## src/rtl/vga_pkg.sv

```systemverilog
// rtl/vga_pkg.sv - shared definitions for the VGA configuration register block
// Contents: register word offsets, STAT bit positions, parameter limits,
// and the CTRL field layout (vga_ctrl_t) driven onto ctrl_o.
package vga_pkg;

  localparam int FB_NUM_MIN    = 2;
  localparam int FB_NUM_MAX    = 8;
  localparam int DIV_WIDTH_MIN = 4;
  localparam int DIV_WIDTH_MAX = 16;

  // Word offsets (paddr[5:2])
  localparam logic [3:0] REG_CTRL   = 4'd0;
  localparam logic [3:0] REG_HVVL   = 4'd1;
  localparam logic [3:0] REG_HTIM   = 4'd2;
  localparam logic [3:0] REG_VTIM   = 4'd3;
  localparam logic [3:0] REG_STAT   = 4'd4;
  localparam logic [3:0] REG_FBCTRL = 4'd5;
  localparam logic [3:0] REG_UFLOW  = 4'd6;
  localparam logic [3:0] REG_FBBA0  = 4'd8;

  // STAT bit positions
  localparam int STAT_HIF     = 0;
  localparam int STAT_VIF     = 1;
  localparam int STAT_VBSIF   = 2;
  localparam int STAT_UIF     = 3;
  localparam int STAT_PEND    = 4;
  localparam int STAT_IDX_LSB = 5;

  // div is sized for the widest divider; bits above DIV_WIDTH stay zero
  typedef struct packed {
    logic [DIV_WIDTH_MAX-1:0] div;
    logic                     uie;
    logic [1:0]               mode;
    logic                     test;
    logic                     vspol;
    logic                     hspol;
    logic                     blpol;
    logic                     vbse;
    logic                     vbsie;
    logic                     vie;
    logic                     hie;
    logic                     en;
  } vga_ctrl_t;

endpackage

```

## src/rtl/apb4_if.sv

```systemverilog
// rtl/apb4_if.sv - APB4 bus bundle with master/slave modports
// Ports: pclk, presetn (sync active-low). Members: paddr, psel, penable,
// pwrite, pwdata, prdata, pready, pslverr.
interface apb4_if (
  input logic pclk,
  input logic presetn
);

  logic [31:0] paddr;
  logic        psel;
  logic        penable;
  logic        pwrite;
  logic [31:0] pwdata;
  logic [31:0] prdata;
  logic        pready;
  logic        pslverr;

  modport master (
    input  pclk, presetn, prdata, pready, pslverr,
    output paddr, psel, penable, pwrite, pwdata
  );

  modport slave (
    input  pclk, presetn, paddr, psel, penable, pwrite, pwdata,
    output prdata, pready, pslverr
  );

endinterface

```

## src/rtl/vga_pclk_div.sv

```systemverilog
// rtl/vga_pclk_div.sv - pixel clock enable divider
// Ports: clk, resetn (sync active-low), div (0 treated as 1),
// restart (forces count back to 0), pclk_en (high when count is 0).
module vga_pclk_div #(
  parameter int DIV_WIDTH = 8
) (
  input  logic                 clk,
  input  logic                 resetn,
  input  logic [DIV_WIDTH-1:0] div,
  input  logic                 restart,
  output logic                 pclk_en
);

  logic [DIV_WIDTH-1:0] cnt;
  logic [DIV_WIDTH-1:0] cnt_top;

  assign cnt_top = (div == '0) ? '0 : div - 1'b1;

  // >= rather than == so a count left above a smaller divisor still wraps
  always_ff @(posedge clk) begin
    if (!resetn) begin
      cnt <= '0;
    end else if (restart || (cnt >= cnt_top)) begin
      cnt <= '0;
    end else begin
      cnt <= cnt + 1'b1;
    end
  end

  assign pclk_en = (cnt == '0);

endmodule

```

## src/rtl/vga_cfg_mb.sv

```systemverilog
// rtl/vga_cfg_mb.sv - APB4 configuration/status registers for the VGA controller
// Ports: apb (apb4_if.slave, carries pclk/presetn), frame_start_i, horirq_i,
// verirq_i, vbsirq_i, uflow_i event pulses; ctrl_o, hvvl_o/htim_o/vtim_o
// shadowed timing, fbba_o/fb_idx_o framebuffer ring, pclk_en_o, irq_o.
// Optional feature: define VGA_CFG_UFLOW_EN for the underrun counter/flag.
module vga_cfg_mb
  import vga_pkg::*;
#(
  parameter int FB_NUM    = 2,
  parameter int DIV_WIDTH = 8
) (
  apb4_if.slave       apb,
  input  logic        frame_start_i,
  input  logic        horirq_i,
  input  logic        verirq_i,
  input  logic        vbsirq_i,
  input  logic        uflow_i,
  output vga_ctrl_t   ctrl_o,
  output logic [31:0] hvvl_o,
  output logic [23:0] htim_o,
  output logic [23:0] vtim_o,
  output logic [31:0] fbba_o,
  output logic [2:0]  fb_idx_o,
  output logic        pclk_en_o,
  output logic        irq_o
);

  localparam int FBN = (FB_NUM < FB_NUM_MIN) ? FB_NUM_MIN :
                       (FB_NUM > FB_NUM_MAX) ? FB_NUM_MAX : FB_NUM;
  localparam int DW  = (DIV_WIDTH < DIV_WIDTH_MIN) ? DIV_WIDTH_MIN :
                       (DIV_WIDTH > DIV_WIDTH_MAX) ? DIV_WIDTH_MAX : DIV_WIDTH;
  localparam logic [2:0] LAST_MAX = 3'(FBN - 1);
  localparam logic [3:0] FB_CNT   = 4'(FBN);

  logic clk, resetn;
  assign clk    = apb.pclk;
  assign resetn = apb.presetn;

  logic [3:0]  word;
  logic [31:0] wdata;
  logic        wr, rd;
  logic [2:0]  fb_sel;
  logic        fb_hit;

  assign word   = apb.paddr[5:2];
  assign wdata  = apb.pwdata;
  assign wr     = apb.psel & apb.penable & apb.pwrite;
  assign rd     = apb.psel & apb.penable & ~apb.pwrite;
  assign fb_sel = 3'(word - REG_FBBA0);
  assign fb_hit = (word >= REG_FBBA0) && ({1'b0, fb_sel} < FB_CNT);

  logic wr_ctrl, wr_hvvl, wr_htim, wr_vtim, wr_stat, wr_fbctrl, wr_uflow;
  assign wr_ctrl   = wr && (word == REG_CTRL);
  assign wr_hvvl   = wr && (word == REG_HVVL);
  assign wr_htim   = wr && (word == REG_HTIM);
  assign wr_vtim   = wr && (word == REG_VTIM);
  assign wr_stat   = wr && (word == REG_STAT);
  assign wr_fbctrl = wr && (word == REG_FBCTRL);
  assign wr_uflow  = wr && (word == REG_UFLOW);

  // ---------------- CTRL ----------------
  vga_ctrl_t ctrl_q, ctrl_wr;

  always_comb begin
    ctrl_wr               = '0;
    ctrl_wr.en            = wdata[0];
    ctrl_wr.hie           = wdata[1];
    ctrl_wr.vie           = wdata[2];
    ctrl_wr.vbsie         = wdata[3];
    ctrl_wr.vbse          = wdata[4];
    ctrl_wr.blpol         = wdata[5];
    ctrl_wr.hspol         = wdata[6];
    ctrl_wr.vspol         = wdata[7];
    ctrl_wr.test          = wdata[8];
    ctrl_wr.mode          = wdata[10:9];
    ctrl_wr.uie           = wdata[11];
    ctrl_wr.div[DW-1:0]   = wdata[16 +: DW];
  end

  always_ff @(posedge clk) begin
    if (!resetn)      ctrl_q <= '0;
    else if (wr_ctrl) ctrl_q <= ctrl_wr;
  end

  assign ctrl_o = ctrl_q;

  // ---------------- timing staging + shadow ----------------
  logic [31:0] hvvl_s;
  logic [23:0] htim_s, vtim_s;
  logic        pending;
  logic        copy;

  // While disabled the shadows simply follow staging one cycle late.
  assign copy = ~ctrl_q.en | (frame_start_i & pending);

  always_ff @(posedge clk) begin
    if (!resetn) begin
      hvvl_s  <= '0;
      htim_s  <= '0;
      vtim_s  <= '0;
      hvvl_o  <= '0;
      htim_o  <= '0;
      vtim_o  <= '0;
      pending <= 1'b0;
    end else begin
      // Copy takes pre-write staging; a coincident write keeps pending set
      if (copy) begin
        hvvl_o <= hvvl_s;
        htim_o <= htim_s;
        vtim_o <= vtim_s;
      end
      if (wr_hvvl) hvvl_s <= wdata;
      if (wr_htim) htim_s <= wdata[23:0];
      if (wr_vtim) vtim_s <= wdata[23:0];
      if (wr_hvvl | wr_htim | wr_vtim) pending <= 1'b1;
      else if (copy)                   pending <= 1'b0;
    end
  end

  // ---------------- underrun counter (optional) ----------------
  logic [15:0] ucnt;
  logic        uflow_ev;
  logic        uie_ev;

`ifdef VGA_CFG_UFLOW_EN
  always_ff @(posedge clk) begin
    if (!resetn) begin
      ucnt <= '0;
    end else if (wr_uflow) begin
      ucnt <= {15'd0, uflow_i};
    end else if (uflow_i && (ucnt != 16'hFFFF)) begin
      ucnt <= ucnt + 16'd1;
    end
  end
  assign uflow_ev = uflow_i;
  assign uie_ev   = ctrl_q.uie;
`else
  assign ucnt     = '0;
  assign uflow_ev = 1'b0;
  assign uie_ev   = 1'b0;
  logic unused_uflow;
  assign unused_uflow = uflow_i ^ wr_uflow;
`endif

  // ---------------- STAT flags / irq ----------------
  logic [3:0] flags, flag_set, flag_clr, flag_ie;

  assign flag_set = {uflow_ev, vbsirq_i, verirq_i, horirq_i};
  assign flag_clr = wr_stat ? wdata[3:0] : 4'd0;
  assign flag_ie  = {uie_ev, ctrl_q.vbsie, ctrl_q.vie, ctrl_q.hie};

  // Set is OR'd in after the clear so a coincident event wins
  always_ff @(posedge clk) begin
    if (!resetn) flags <= '0;
    else         flags <= (flags & ~flag_clr) | flag_set;
  end

  assign irq_o = |(flags & flag_ie);

  // ---------------- framebuffer ring ----------------
  logic [2:0]  last, cur;
  logic [31:2] fbba [FB_NUM_MAX];

  always_ff @(posedge clk) begin
    if (!resetn) begin
      last <= '0;
      cur  <= '0;
    end else if (wr_fbctrl) begin
      last <= (wdata[2:0] > LAST_MAX) ? LAST_MAX : wdata[2:0];
      cur  <= '0;
    end else if (vbsirq_i && ctrl_q.vbse) begin
      cur  <= (cur == last) ? 3'd0 : cur + 3'd1;
    end
  end

  always_ff @(posedge clk) begin
    if (!resetn) begin
      for (int i = 0; i < FB_NUM_MAX; i++) fbba[i] <= '0;
    end else if (wr && fb_hit) begin
      fbba[fb_sel] <= wdata[31:2];
    end
  end

  assign fbba_o   = {fbba[cur], 2'b00};
  assign fb_idx_o = cur;

  // ---------------- pixel clock divider ----------------
  vga_pclk_div #(
    .DIV_WIDTH (DW)
  ) u_pclk_div (
    .clk     (clk),
    .resetn  (resetn),
    .div     (ctrl_q.div[DW-1:0]),
    .restart (wr_ctrl),
    .pclk_en (pclk_en_o)
  );

  // ---------------- read mux ----------------
  logic [31:0] stat_word;
  logic [31:0] prdata_r;

  always_comb begin
    stat_word                             = '0;
    stat_word[STAT_HIF]                   = flags[0];
    stat_word[STAT_VIF]                   = flags[1];
    stat_word[STAT_VBSIF]                 = flags[2];
    stat_word[STAT_UIF]                   = flags[3];
    stat_word[STAT_PEND]                  = pending;
    stat_word[STAT_IDX_LSB +: 3]          = cur;
  end

  always_comb begin
    prdata_r = '0;
    if (rd) begin
      case (word)
        REG_CTRL:   prdata_r = {ctrl_q.div, 4'd0, ctrl_q.uie, ctrl_q.mode, ctrl_q.test,
                                ctrl_q.vspol, ctrl_q.hspol, ctrl_q.blpol, ctrl_q.vbse,
                                ctrl_q.vbsie, ctrl_q.vie, ctrl_q.hie, ctrl_q.en};
        REG_HVVL:   prdata_r = hvvl_s;
        REG_HTIM:   prdata_r = {8'd0, htim_s};
        REG_VTIM:   prdata_r = {8'd0, vtim_s};
        REG_STAT:   prdata_r = stat_word;
        REG_FBCTRL: prdata_r = {21'd0, cur, 5'd0, last};
        REG_UFLOW:  prdata_r = {16'd0, ucnt};
        default:    prdata_r = fb_hit ? {fbba[fb_sel], 2'b00} : 32'd0;
      endcase
    end
  end

  assign apb.prdata  = prdata_r;
  assign apb.pready  = 1'b1;
  assign apb.pslverr = 1'b0;

  logic unused;
  assign unused = ^{apb.paddr[31:6], apb.paddr[1:0], apb.pwdata};

endmodule

```

## src/flat_wrapper.sv

```systemverilog
// flat-port wrapper written by rule: the top's interface ports become plain ports
module vga_cfg_mb_flat import vga_pkg::*;
#(
  parameter int FB_NUM    = 2,
  parameter int DIV_WIDTH = 8
)
  (frame_start_i, horirq_i, verirq_i, vbsirq_i, uflow_i, ctrl_o, hvvl_o, htim_o, vtim_o, fbba_o, fb_idx_o, pclk_en_o, irq_o, pclk, presetn, apb_paddr, apb_psel, apb_penable, apb_pwrite, apb_pwdata, apb_prdata, apb_pready, apb_pslverr);
  apb4_if apb_i (.pclk(pclk), .presetn(presetn));
  input  logic frame_start_i;
  input  logic horirq_i;
  input  logic verirq_i;
  input  logic vbsirq_i;
  input  logic uflow_i;
  output vga_ctrl_t ctrl_o;
  output logic [31:0] hvvl_o;
  output logic [23:0] htim_o;
  output logic [23:0] vtim_o;
  output logic [31:0] fbba_o;
  output logic [2:0] fb_idx_o;
  output logic pclk_en_o;
  output logic irq_o;
  input wire logic pclk;
  input wire logic presetn;
  input wire logic [$bits(apb_i.paddr)-1:0] apb_paddr;
  input wire logic [$bits(apb_i.psel)-1:0] apb_psel;
  input wire logic [$bits(apb_i.penable)-1:0] apb_penable;
  input wire logic [$bits(apb_i.pwrite)-1:0] apb_pwrite;
  input wire logic [$bits(apb_i.pwdata)-1:0] apb_pwdata;
  output wire logic [$bits(apb_i.prdata)-1:0] apb_prdata;
  output wire logic [$bits(apb_i.pready)-1:0] apb_pready;
  output wire logic [$bits(apb_i.pslverr)-1:0] apb_pslverr;
  assign apb_i.paddr = apb_paddr;
  assign apb_i.psel = apb_psel;
  assign apb_i.penable = apb_penable;
  assign apb_i.pwrite = apb_pwrite;
  assign apb_i.pwdata = apb_pwdata;
  assign apb_prdata = apb_i.prdata;
  assign apb_pready = apb_i.pready;
  assign apb_pslverr = apb_i.pslverr;
  vga_cfg_mb #(.FB_NUM(FB_NUM), .DIV_WIDTH(DIV_WIDTH)) u_core (.apb(apb_i), .frame_start_i(frame_start_i), .horirq_i(horirq_i), .verirq_i(verirq_i), .vbsirq_i(vbsirq_i), .uflow_i(uflow_i), .ctrl_o(ctrl_o), .hvvl_o(hvvl_o), .htim_o(htim_o), .vtim_o(vtim_o), .fbba_o(fbba_o), .fb_idx_o(fb_idx_o), .pclk_en_o(pclk_en_o), .irq_o(irq_o));
endmodule
```

## config.mk

```make
export PLATFORM = sky130hd
export DESIGN_NAME = vga_cfg_mb_flat
export DESIGN_NICKNAME = d
export VERILOG_FILES = /design/src/rtl/vga_pkg.sv /design/src/rtl/apb4_if.sv /design/src/rtl/vga_pclk_div.sv /design/src/rtl/vga_cfg_mb.sv /design/src/flat_wrapper.sv
export SDC_FILE = /design/constraint.sdc
export NUM_CORES = 1
export LEC_CHECK = 0
export ABC_AREA = 1
export CAP_MARGIN = 20
export CORE_MARGIN = 2
export CORE_UTILIZATION = 45
export DETAILED_ROUTE_END_ITERATION = 6
export GPL_ROUTABILITY_DRIVEN = 0
export GPL_TIMING_DRIVEN = 0
export PLACE_DENSITY = 0.73
export SLEW_MARGIN = 5
export SYNTH_ARGS = -nofsm -noshare
export SYNTH_HDL_FRONTEND = slang
export SYNTH_SLANG_ARGS = --single-unit
```

## constraint.sdc

```tcl
create_clock -name pclk -period 4.55 [get_ports pclk]
set_input_delay 0.455 -clock pclk [delete_from_list [all_inputs] [get_ports pclk]]
set_output_delay 0.455 -clock pclk [all_outputs]
set_load 0.1 [all_outputs]
```

**Word-level counts from Yosys, hierarchy flattened**

Memories as Yosys holds them, arrays and structs flattened. A register that Yosys moved wholly into a read port is not among the register bits.
Cells that the tools add are included.
W data, S select, Z words.

- Equality and inequality tests: 7
- Bitwise logic cells: 14
- Add/subtract/negate cells: 4
- Muxes and demuxes: 18
- Reductions and logical operators: 18
- Order comparisons: 4

Operators with widths:

| operator | number |
|---|---|
| $pmux W32 S7 | 1 |
| $mux W32 | 2 |
| $mux W30 | 1 |
| $reduce_or A30 Y1 | 1 |
| $logic_not A8 Y1 | 2 |
| $mux W3 | 5 |
| $eq A4 B3 Y1 const B | 3 |
| $logic_and A1 B1 Y1 | 9 |
| $add A8 B1 Y8 const B | 1 |
| $eq A4 B2 Y1 const B | 2 |
| $ge A8 B8 Y1 | 1 |
| $mux W8 | 1 |
| $sub A8 B1 Y8 const B | 1 |
| $mux W1 | 7 |
| $and A1 B1 Y1 | 4 |
| $and A4 B3 Y4 | 1 |
| $and A4 B4 Y4 | 1 |
| $eq A4 B1 Y1 const B | 1 |
| $ge A4 B4 Y1 const B | 1 |
| $logic_not A4 Y1 | 1 |
| $mux W4 | 1 |
| $not A4 Y4 | 1 |
| $or A4 B3 Y4 | 1 |
| $reduce_or A2 Y1 | 2 |
| 10 further kinds | 14 |

- Bits in registers: 199
- Word-level logic and storage cells: 89
- Output and inout port bits: 179
- Input port bits: 74
- Memories: 1
- Memory bits (writable): 240

Memory list:

| name | depth | bits a word | read ports | clocked after memory_dff | write ports | RTL line | RTL |
|---|---|---|---|---|---|---|---|
| u_core.fbba | 8 | 30 | 2 | 1 | 8 | vga_cfg_mb.sv:162 | `logic [31:2] fbba [FB_NUM_MAX];` |

**Longest topological paths before layout**

- Word-level depth: 9
- Mapped depth: 14

**Modules after synthesis**

A second synthesis with hierarchy kept.

- Cells, all modules: 2162
- Area total of the unflattened synthesis: 19144.6 µm²

By module, submodules not included:

| module | area an instance (µm²) | sequential area each (µm²) | cells an instance | times used |
|---|---|---|---|---|
| vga_cfg_mb | 18320.1 | 11090.6 | 2051 | 1 |
| vga_pclk_div | 824.5 | 160.2 | 111 | 1 |

**Worst setup path before layout**

No wires, ideal clock.

- Kind: reg2out
- Start: register u_core.u_pclk_div.cnt[0]
- End: output pclk_en_o
- Path slack: 0.662 ns
- Arrival time: 3.433 ns
- Buffers on the path: 0
- Cell stages (with the launch flop): 5
- Cells stage by stage: dfxtp_1 > inv_1 > ha_1 > nand4_1 > nor4_1

- Longest elaborated chain between the ends: 1

Ends and longest elaborated chain:

| element | RTL line | RTL |
|---|---|---|
| start: declaration | vga_pclk_div.sv:14 | `logic [DIV_WIDTH-1:0] cnt;` |
| start signal: assignment | vga_pclk_div.sv:26 | `cnt <= cnt + 1'b1;` |
| $logic_not A8 Y1 | vga_pclk_div.sv:30 | `assign pclk_en = (cnt == '0);` |
| end: declaration | flat_wrapper.sv:20 | `output logic pclk_en_o;` |

No other way between the ends.

**Final worst setup path**

- Start: input apb_paddr[3]
- End: output apb_prdata[18]

- Longest elaborated chain between the ends: 6

Ends and longest elaborated chain:

| element | RTL line | RTL |
|---|---|---|
| start: declaration | flat_wrapper.sv:24 | `input wire logic [$bits(apb_i.paddr)-1:0] apb_paddr;` |
| $sub A3 B1 Y3 | vga_cfg_mb.sv:49 | `assign fb_sel = 3'(word - REG_FBBA0);` |
| $lt A3 B2 Y1 | vga_cfg_mb.sv:50 | `assign fb_hit = (word >= REG_FBBA0) && ({1'b0, fb_sel} < FB_CNT);` |
| $logic_and A1 B1 Y1 | vga_cfg_mb.sv:50 |  |
| $mux W32 | vga_cfg_mb.sv:225 | `default: prdata_r = fb_hit ? {fbba[fb_sel], 2'b00} : 32'd0;` |
| $pmux W32 S7 (*) | vga_cfg_mb.sv:215 | `case (word)` |
| $mux W32 (*) | vga_cfg_mb.sv:214 | `if (rd) begin` |
| end: declaration | flat_wrapper.sv:29 | `output wire logic [$bits(apb_i.prdata)-1:0] apb_prdata;` |

Every way passes the cells marked *; elsewhere a longest branch is shown, timed or not.

==> flow_summary.json <==
{
  "status": "completed",
  "cts.clk_slew.worst_paths_ps": 60,
  "viasPerCell": 5.28,
  "core-area_mm2": 0.0407,
  "finalSetupTns_ps": 0,
  "pwr-share-clk_pct": 40.8,
  "post_cts_buffers": 0,
  "rsz0062_at_grt": "no",
  "required_ps": 4090,
  "drive_gt1_share_pct": 5.81,
  "critPathLaunchType": "input pin",
  "maxCapViolations": 0,
  "final_common_cell": "nor2_1",
  "irDropWorstVdd_mv": 0.333,
  "seqPwrFrac_pct": 50.2,
  "portBuffers": 209,
  "area_delta_synth_final_pct": 27.6,
  "drtAntennaViolNets": 0,
  "post-dp-hpwl_mm": 44.0,
  "grt_use_total_pct": 27.7,
  "die_y_um": 207,
  "min_period_ps": 4460,
  "p_int_uw": 6630,
  "start_util_pct": 45.4,
  "ctsResizeCount": 0,
  "final_cell_mix": "nor2_1, o21ai_0, nand2_1, edfxtp_1, clkdlybuf4s50_1",
  "comb_power_share_pct": 9.0,
  "multiInputGateArea_mm2": 0.00693,
  "yosysTopAreaCellShare_pct": 39.0,
  "overflow": 0,
  "cts_root_buffer": "clkbuf_16",
  "grt_pass1_wl_mm": 88.9,
  "n_antenna_cell": 0,
  "p_sw_share_pct": 25.3,
  "crit_arrival_ps": 4000,
  "grt_pass1_vias": 15800,
  "slew_violations": 0,
  "power.leakage_uw": 0.00910,
  "grt_max_degree": 31,
  "critical-path-top-delay-family": "buffers and inverters",
  "wl_per_cell_um": 19.1,
  "drt_wl_total_mm": 58.9,
  "finish.utilization_pct": 57.9,
  "ys_seq_area_share_pct": 60.8,
  "setup_viol": 0,
  "tightest_slew_ps": 1080,
  "clk-insertion-delay-late_ps": 590,
  "post-route-drc-count": 0,
  "fin_nets": 2598,
  "hold_class": "flop to flop",
  "syn_avg_cell_area_um2": 8.99,
  "synth-seq-cells": 442,
  "yosysUniqueCellTypes": 36,
  "row_count": 74,
  "critPathMaxFanout": 7,
  "finClkSkew_ps": 17.0,
  "io_pins": 253,
  "synthCells": 2057,
  "synthTopCellsByArea": "edfxtp_1, dfxtp_1, nor2_1, o21ai_0, nand2_1",
  "synth_area_leader_cell": "edfxtp_1",
  "syn_area_mm2": 0.0185,
  "cts_buffer_depth": 3,
  "final_hold_viol_count": 0,
  "crit_chain": "clkdlybuf4s50_1, nor2_1, nand2_1, o21ai_0, nor2_1, a21oi_1, clkdlybuf4s50_1",
  "ys.warnings.count": 0,
  "p_sw_uw": 2250,
  "criticalPathCategory": "input pin to primary output",
  "ctsHoldBuffers": 0,
  "path_buf_inv": 2,
  "antenna_found_initial": 0,
  "fillers": 3561,
  "firstDrtPassIters": 7,
  "fin_crit_sh_pct": 98.0,
  "drt_iter0_drc": 1797,
  "h-tree-depth": 2,
  "die_area_mm2": 0.0427,
  "cp_slowest_stage_delay_ps": 1220,
  "die_w_um": 207,
  "placed_cell_area_mm2": 0.0221,
  "cts_made_buffers": 46,
  "tritoncts": "yes",
  "relSlewSlack_pct": 27.8,
  "num_vias": 16300,
  "regArea_mm2": 0.0113,
  "cts_sinks": 442,
  "fmax_mhz": 224,
  "powerDensity_mw_per_mm2": 376,
  "final_area_mm2": 0.0236,
  "worstSetupEndpointType": "primary output",
  "cpMaxStageDelayCell": "clkdlybuf4s50_1"
}
==> final cells by class <==
cell class	instances	share of cell area, %
multi-input cells	1560	29.4
well taps	532	2.82
clock buffers	60	5.27
inverters	102	1.63
repair buffers	217	9.70
flip-flops and latches	442	47.7
clock inverters	23	0.816
plain buffers	143	2.75
==> state kept, by name (all words and copies together) (netlist names), named ones only <==
name and flops:
u_core.htim_s 24, u_core.vtim_s 24, u_core.hvvl_o 32, u_core.vtim_o 24, u_core.fbba 240, u_core.ctrl_o 20, u_core.flags 4, u_core.last 3
u_core.hvvl_s 32, u_core.pending 1, u_core.htim_o 24, u_core.fb_idx_o 3, u_core.u_pclk_div.cnt 8
==> cell usage after synthesis (all sizes together) <==
library cell	count
o221ai	7
buf	53
clkbuf	90
o211ai	3
nand3	34
inv	98
xnor2	1
or2	2
a31oi	31
a211oi	3
a21oi	165
dfxtp	202
nor2	455
nand4	5
clkinv	4
a21o	1
nor4	1
xor2	8
ha	12
nor3b	1
nor3	15
o21ai	368
conb	2
nand2	256
edfxtp	240
==> power by group through the flow <==
stage / Sequential [uW] / Clock [uW] / Combinational (uW)
final: 4460 / 3620 / 799
after global routing: 4470 / 3800 / 849
after CTS: 4450 / 3640 / 782
after detailed placement: 4540 / 0 / 778
after global placement: 4530 / 0 / 753
after floorplan: 4570 / 0 / 474
==> cells by family after synthesis <==
family	synth area share (%)
adder cells (fa/ha/maj)	0.812
AO/OA/AOI/OAI	16.1
flip-flops	60.8
XOR/XNOR	0.426
AND/OR/NAND/NOR	16.2
buffers and inverters	5.57
other	0.0406
==> final timing paths <==
path,startpoint,to,slack [ps],cells after the start
setup / recovery,apb_paddr[3],apb_prdata[18],90,7
hold reg to reg,u_core.last[2]$_SDFFE_PN0P_,u_core.last[2]$_SDFFE_PN0P_,480,2
hold / removal,u_core.last[2]$_SDFFE_PN0P_,u_core.last[2]$_SDFFE_PN0P_,480,2
setup reg to reg,u_core.ctrl_o[12]$_SDFFE_PN0P_,u_core.u_pclk_div.cnt[6]$_SDFF_PP0_,1940,12
==> per-layer routing <==
metal  up-vias  track usage, %  routed length [um]
met5         -               0                   0
met4         0            16.9                3830
met3       203            5.49                5300
met2       881            44.8               27100
met1      7489            34.3               22600
li1       7677               -                   -
==> stage by stage <==
stage                     std cells  hold slack, ps  power (uW)  setup slack (ps)
final                          3079             481        8880              91.2
after global routing           3079             499        9120              14.4
after CTS                      3078             474        8880               102
after detailed placement       2995             467        5320               214
after global placement         2988             460        5290               233
after floorplan                2247             434        5040               662
==> worst reg2reg max path, stage by stage (launching register included) <==
cell and delay (ps):
dfxtp_1 340, inv_1 140, ha_1 220, nand3_1 140
nor3_1 270, inv_1 150, o21ai_0 130, ha_1 290
a21oi_1 180, nand2_1 80, nand2_1 50, nand4_1 270
nor3_1 250
Note: power is estimated with default switching activity, not from simulation.
